### config.mk
export PLATFORM = sky130hd
export DESIGN_NAME = mem_req_arbiter
export DESIGN_NICKNAME = d
export VERILOG_FILES = /design/src/rtl/mem_req_arbiter.sv
export SDC_FILE = /design/constraint.sdc
export NUM_CORES = 1
export LEC_CHECK = 0
export CELL_PAD_IN_SITES_DETAIL_PLACEMENT = 1
export CELL_PAD_IN_SITES_GLOBAL_PLACEMENT = 2
export CORE_MARGIN = 4
export CORE_UTILIZATION = 10
export DETAILED_ROUTE_END_ITERATION = 6
export GPL_TIMING_DRIVEN = 1
export PLACE_DENSITY = 0.92
export SLEW_MARGIN = 5
export SYNTH_ARGS = -nofsm -noshare
export SYNTH_HDL_FRONTEND = slang
export SYNTH_SLANG_ARGS = --single-unit
### constraint.sdc
create_clock -name clk -period 2.5 [get_ports clk]
set_input_delay 0.625 -clock clk [delete_from_list [all_inputs] [get_ports clk]]
set_output_delay 0.625 -clock clk [all_outputs]
set_load 0.05 [all_outputs]
### src/rtl/mem_req_arbiter.sv
// mem_req_arbiter: shares one memory request port between an instruction
// port and a data port. Grants are decided combinationally in IDLE and frozen
// while the memory side stalls the address phase. A small owner FIFO records
// which port issued each accepted request so in-order responses can be routed.
// Optional feature: define ARB_ROUND_ROBIN_EN to alternate grants on
// simultaneous requests; otherwise the data port always wins.
module mem_req_arbiter #(
  parameter int DEPTH = 4
) (
  input  logic        clk,
  input  logic        resetn,
  input  logic        inst_req,
  input  logic        inst_cache,
  input  logic [31:0] inst_addr,
  output logic        inst_addr_ok,
  output logic        inst_data_ok,
  output logic [31:0] inst_rdata,
  input  logic        data_req,
  input  logic        data_cache,
  input  logic        data_wr,
  input  logic [3:0]  data_wstrb,
  input  logic [2:0]  data_size,
  input  logic [31:0] data_addr,
  input  logic [31:0] data_wdata,
  output logic        data_addr_ok,
  output logic        data_data_ok,
  output logic [31:0] data_rdata,
  output logic        mem_req,
  output logic        mem_cache,
  output logic        mem_wr,
  output logic [3:0]  mem_wstrb,
  output logic [2:0]  mem_size,
  output logic [31:0] mem_addr,
  output logic [31:0] mem_wdata,
  input  logic        mem_addr_ok,
  input  logic        mem_data_ok,
  input  logic [31:0] mem_rdata,
  output logic        arb_err
);

  localparam int PW = (DEPTH > 1) ? $clog2(DEPTH) : 1;
  localparam int CW = PW + 1;
  localparam logic [CW-1:0] FULL_CNT = CW'(DEPTH);

  localparam logic [1:0] IDLE   = 2'd0;
  localparam logic [1:0] HOLD_I = 2'd1;
  localparam logic [1:0] HOLD_D = 2'd2;

  logic [1:0]    state_q;
  logic [1:0]    state_d;
  logic          grant_valid;
  logic          grant_data;
  logic          full;
  logic          empty;
  logic          blocked;
  logic          push;
  logic          pop;
  logic          head_owner;
  logic [PW-1:0] wr_ptr_q;
  logic [PW-1:0] rd_ptr_q;
  logic [CW-1:0] count_q;
  logic          owner_q [DEPTH];

`ifdef ARB_ROUND_ROBIN_EN
  logic          last_data_q;
`endif

  assign full  = (count_q == FULL_CNT);
  assign empty = (count_q == '0);

  // A full FIFO stalls new requests unless a response frees a slot this cycle
  assign blocked = full && !mem_data_ok;

  // Pick the owner of the shared port: fresh choice in IDLE, frozen in HOLD
  always_comb begin
    grant_valid = 1'b0;
    grant_data  = 1'b0;
    case (state_q)
      IDLE: begin
        grant_valid = inst_req | data_req;
        if (inst_req && data_req) begin
`ifdef ARB_ROUND_ROBIN_EN
          grant_data = !last_data_q;
`else
          grant_data = 1'b1;
`endif
        end else begin
          grant_data = data_req;
        end
      end
      HOLD_I: begin
        grant_valid = inst_req;
        grant_data  = 1'b0;
      end
      HOLD_D: begin
        grant_valid = data_req;
        grant_data  = 1'b1;
      end
      default: begin
        grant_valid = 1'b0;
        grant_data  = 1'b0;
      end
    endcase
  end

  assign mem_req      = grant_valid && !blocked;
  assign push         = mem_req && mem_addr_ok;
  assign pop          = mem_data_ok && !empty;
  assign inst_addr_ok = mem_req && !grant_data && mem_addr_ok;
  assign data_addr_ok = mem_req && grant_data && mem_addr_ok;

  // Instruction fetches are always full-word reads; data requests pass through
  always_comb begin
    mem_cache = grant_data ? data_cache : inst_cache;
    mem_addr  = grant_data ? data_addr  : inst_addr;
    mem_wr    = grant_data ? data_wr    : 1'b0;
    mem_wstrb = grant_data ? data_wstrb : 4'b0000;
    mem_size  = grant_data ? data_size  : 3'd2;
    mem_wdata = grant_data ? data_wdata : 32'd0;
  end

  assign head_owner   = owner_q[rd_ptr_q];
  assign inst_data_ok = pop && !head_owner;
  assign data_data_ok = pop && head_owner;
  assign inst_rdata   = mem_rdata;
  assign data_rdata   = mem_rdata;

  // Next grant state: park in HOLD while the address phase is stalled
  always_comb begin
    state_d = state_q;
    if (!blocked) begin
      case (state_q)
        IDLE: begin
          if (mem_req && !mem_addr_ok) begin
            state_d = grant_data ? HOLD_D : HOLD_I;
          end
        end
        HOLD_I: begin
          if (!inst_req || mem_addr_ok) begin
            state_d = IDLE;
          end
        end
        HOLD_D: begin
          if (!data_req || mem_addr_ok) begin
            state_d = IDLE;
          end
        end
        default: state_d = IDLE;
      endcase
    end
  end

  // Grant state register
  always_ff @(posedge clk or negedge resetn) begin
    if (!resetn) begin
      state_q <= IDLE;
    end else begin
      state_q <= state_d;
    end
  end

  // Owner storage; contents are only meaningful between the pointers
  always_ff @(posedge clk) begin
    if (push) begin
      owner_q[wr_ptr_q] <= grant_data;
    end
  end

  // FIFO pointers and occupancy; pointers wrap naturally at a power-of-two depth
  always_ff @(posedge clk or negedge resetn) begin
    if (!resetn) begin
      wr_ptr_q <= '0;
      rd_ptr_q <= '0;
      count_q  <= '0;
    end else begin
      if (push) begin
        wr_ptr_q <= wr_ptr_q + PW'(1);
      end
      if (pop) begin
        rd_ptr_q <= rd_ptr_q + PW'(1);
      end
      case ({push, pop})
        2'b10:   count_q <= count_q + CW'(1);
        2'b01:   count_q <= count_q - CW'(1);
        default: count_q <= count_q;
      endcase
    end
  end

  // Sticky flag for a response that no accepted request is waiting for
  always_ff @(posedge clk or negedge resetn) begin
    if (!resetn) begin
      arb_err <= 1'b0;
    end else if (mem_data_ok && empty) begin
      arb_err <= 1'b1;
    end
  end

`ifdef ARB_ROUND_ROBIN_EN
  // Remember which port was granted at the last accepted request
  always_ff @(posedge clk or negedge resetn) begin
    if (!resetn) begin
      last_data_q <= 1'b0;
    end else if (push) begin
      last_data_q <= grant_data;
    end
  end
`endif

endmodule

==> results.json <==
{
  "syn-num-nets": 356,
  "syn_area_mm2": 0.00190,
  "antenna_found_initial": 0,
  "dpl_cell_area_mm2": 0.00400,
  "max_freq_ghz": 0.407,
  "grt_pass1_wl_um": 12600,
  "die_w_um": 146,
  "ys_ff_latch": 14,
  "synth_edf_count": 4,
  "syn_avg_cell_area_um2": 9.21,
  "drt_wl_total_um": 8360,
  "yosysTopAreaCellShare": 0.261,
  "num-fill-cells": 2065,
  "post-dp-hpwl_um": 6720,
  "async_reset_ff_frac": 0.714,
  "grt-ovfl-total": 0,
  "grt_usage": 0.0748,
  "ir_drop_mv": 0.221,
  "rsz0062_at_grt": "false",
  "p_switching_mw": 1.45,
  "finalInstanceArea_mm2": 0.00451,
  "cts_hold_buf": 0,
  "min_period_ps": 2460,
  "slowest_delay_ps": 320,
  "p_per_area_mw_per_mm2": 720,
  "cts.sinks": 14,
  "die-area_mm2": 0.0212,
  "dp_slack_ps": -353,
  "fin_cells": 585,
  "yosys-top-cells-area": "buf_4 (26%), and2_1 (15%), dfrtp_1 (13%)",
  "crit_chain": "buf_4, nor2_4, nor2_4, buf_12, buf_4, buf_16, mux2_1, buf_6",
  "cts_tree": "done",
  "slowest_stage": "mux2_1",
  "timing.rr.end": "count_q[2]",
  "synth-xor-area-share": 0.0277,
  "r2r_start": "count_q[0]",
  "ys_warn_count": 0,
  "status": "finished clean",
  "pwr-share-comb": 0.777,
  "cell_internal_pwr_mw": 1.79,
  "end_kind": "primary output",
  "cts-htree-levels": 1,
  "grt_max_degree": 24,
  "grt_pass1_vias": 2341,
  "cts.clk_slew.worst_paths_ps": 50,
  "syn2layout_area_growth_pct": 138,
  "dp_cells": 567,
  "hold_viol_final": 0,
  "fp.coreArea_mm2": 0.0187,
  "synth_commonest_cells": "buf_4 (66), and2_1 (44), mux2_1 (19)",
  "synth_top_family_by_area": "buffers and inverters",
  "worstSetupPathType": "input pin to primary output",
  "ant_nets": 0,
  "p_leak_nw": 1.89,
  "clkPwrFrac": 0.094,
  "min_path_type": "flip-flop to flip-flop",
  "globalplace.congestion": 0.741,
  "synthAdderAreaFrac": 0.0435,
  "synth_top_flop_cell": "dfrtp_1",
  "setup-violations-final": 0,
  "crit_cells": 8,
  "critPathTopFamily": "buffers and inverters",
  "cts-root-buf": "clkbuf_16",
  "drv_cap": 0,
  "r2r_slack_ps": 270,
  "io_pins": 287,
  "seq_area_um2": 370,
  "nNetsFinal": 502,
  "clockBufferDepth": 2,
  "n_antenna_cell": 0,
  "clock_latency_ps": 240,
  "worstPathMaxFanout": 11,
  "synth_mux_area_frac": 0.221,
  "syn_inst": 206,
  "drive_gt1_frac": 0.425,
  "reg2regPathDepth": 11,
  "critPathRequiredTime_ps": 1880,
  "die-height_um": 146,
  "synth_compound_area_frac": 0.0310,
  "rows": 50,
  "synthDistinctLibCells": 29,
  "holdPathStages": 1,
  "drc": 0,
  "multi_input_area_mm2": 0.00108,
  "first_iter_violations": 32,
  "crit_start": "data_req",
  "cts_made_buffers": 3,
  "crit_buf_inv": 5,
  "worst_clock_skew_ps": 0.615,
  "crit_end": "mem_addr[15]",
  "cp-start-kind": "input pin",
  "vias": 1903,
  "cp.arrival_ps": 1830,
  "yosysTopAreaCell": "buf_4",
  "start_util": 0.101,
  "worst_pin_slew_ps": 517,
  "dr.pass1.iters": 3,
  "vias_per_cell": 3.25,
  "synth_simple_gate_area_frac": 0.193,
  "maxSlewViolCount": 0,
  "layout_setup_ws_ps": 43.1,
  "finalCritPeriodShare": 0.983,
  "routedWlPerCell_um": 14.3,
  "slew_headroom": 0.654,
  "numPortBuffers": 190,
  "yosysMostFrequentCell": "buf_4",
  "seqPwrFrac": 0.129,
  "seq_area_frac_synth": 0.195,
  "swShare": 0.447
}
## metal layers
layer / track usage / share of wire / vias to the layer above
met3: 0.0293 / 0.10 / 9
li1: - / - / 891
met1: 0.0700 / 0.32 / 882
met5: 0 / 0 / -
met4: 0.0161 / 0.0087 / 0
met2: 0.151 / 0.57 / 121
## repair_timing
item | CTS | global route
buffers inserted | 9 | 1
gates resized for setup | 58 | 14
cloned | 5 | 0
pin swaps | 2 | 3
endpoints found under the setup margin | 76 | 23
## per-stage QoR
stage	hold WS [ps]	power [mW]	setup TNS, ps	utilization
global route	493	3.42	0	0.241
finish	450	3.24	0	0.241
floorplan	329	1.92	0	-
global placement	438	2.57	-13930	0.214
detailed placement	446	2.64	-17160	0.214
CTS	454	3.28	-263	0.239
## layout by cell type, fill, tap and decap left out, types with 2 or more instances in the layout
| cell type | synthesis | final |
|---|---|---|
| and2_1 | 44 | 35 |
| and2_4 | 0 | 9 |
| buf_12 | 0 | 45 |
| buf_16 | 0 | 3 |
| buf_4 | 66 | 25 |
| buf_6 | 0 | 23 |
| buf_8 | 0 | 4 |
| bufbuf_16 | 0 | 2 |
| clkbuf_16 | 0 | 3 |
| clkdlybuf4s50_1 | 0 | 110 |
| dfrtp_1 | 10 | 10 |
| edfxtp_1 | 4 | 4 |
| ha_1 | 5 | 4 |
| inv_1 | 7 | 7 |
| mux2_1 | 19 | 9 |
| mux2_2 | 14 | 12 |
| mux2_4 | 1 | 13 |
| nand2_1 | 2 | 2 |
| nor2_1 | 5 | 3 |
| nor2_4 | 0 | 2 |
| nor3_1 | 2 | 2 |
| xnor2_1 | 3 | 3 |
| xor2_1 | 3 | 3 |
## flip-flops by register name (all words and copies together) (netlist names)
register,count
owner_q,4
count_q,3
rd_ptr_q,2
state_q,2
wr_ptr_q,2
arb_err,1
## power by group through the flow
stage	registers, mW	logic [mW]	clock network (mW)
after global routing	0.434	2.66	0.330
after detailed placement	0.420	2.22	0
final	0.419	2.52	0.305
after global placement	0.410	2.16	0
after floorplan	0.426	1.49	0
after CTS	0.419	2.55	0.317
## how the worst min path moves through the flow
stage	startpoint	endpoint	slack [ps]
CTS	arb_err	arb_err	450
floorplan	resetn	arb_err	330
detailed placement	arb_err	arb_err	450
global route	arb_err	arb_err	490
global placement	arb_err	arb_err	440
finish	arb_err	arb_err	450
## final cells by class
class,count,share of cell area
well taps,234,0.0649
inverters,7,0.00583
clock inverters,1,0.000832
clock buffers,3,0.0166
repair buffers,213,0.590
multi-input cells,113,0.239
flip-flops and latches,14,0.0821
## kinds of logic after synthesis
| kind of cell | Yosys count |
|---|---|
| fa+ha+maj | 6 |
| flops | 14 |
| xor+xnor | 6 |
| simple gates | 59 |
| buf+inv | 79 |
| mux | 36 |
| compound gates | 6 |
(Power assumes the default switching activity.)
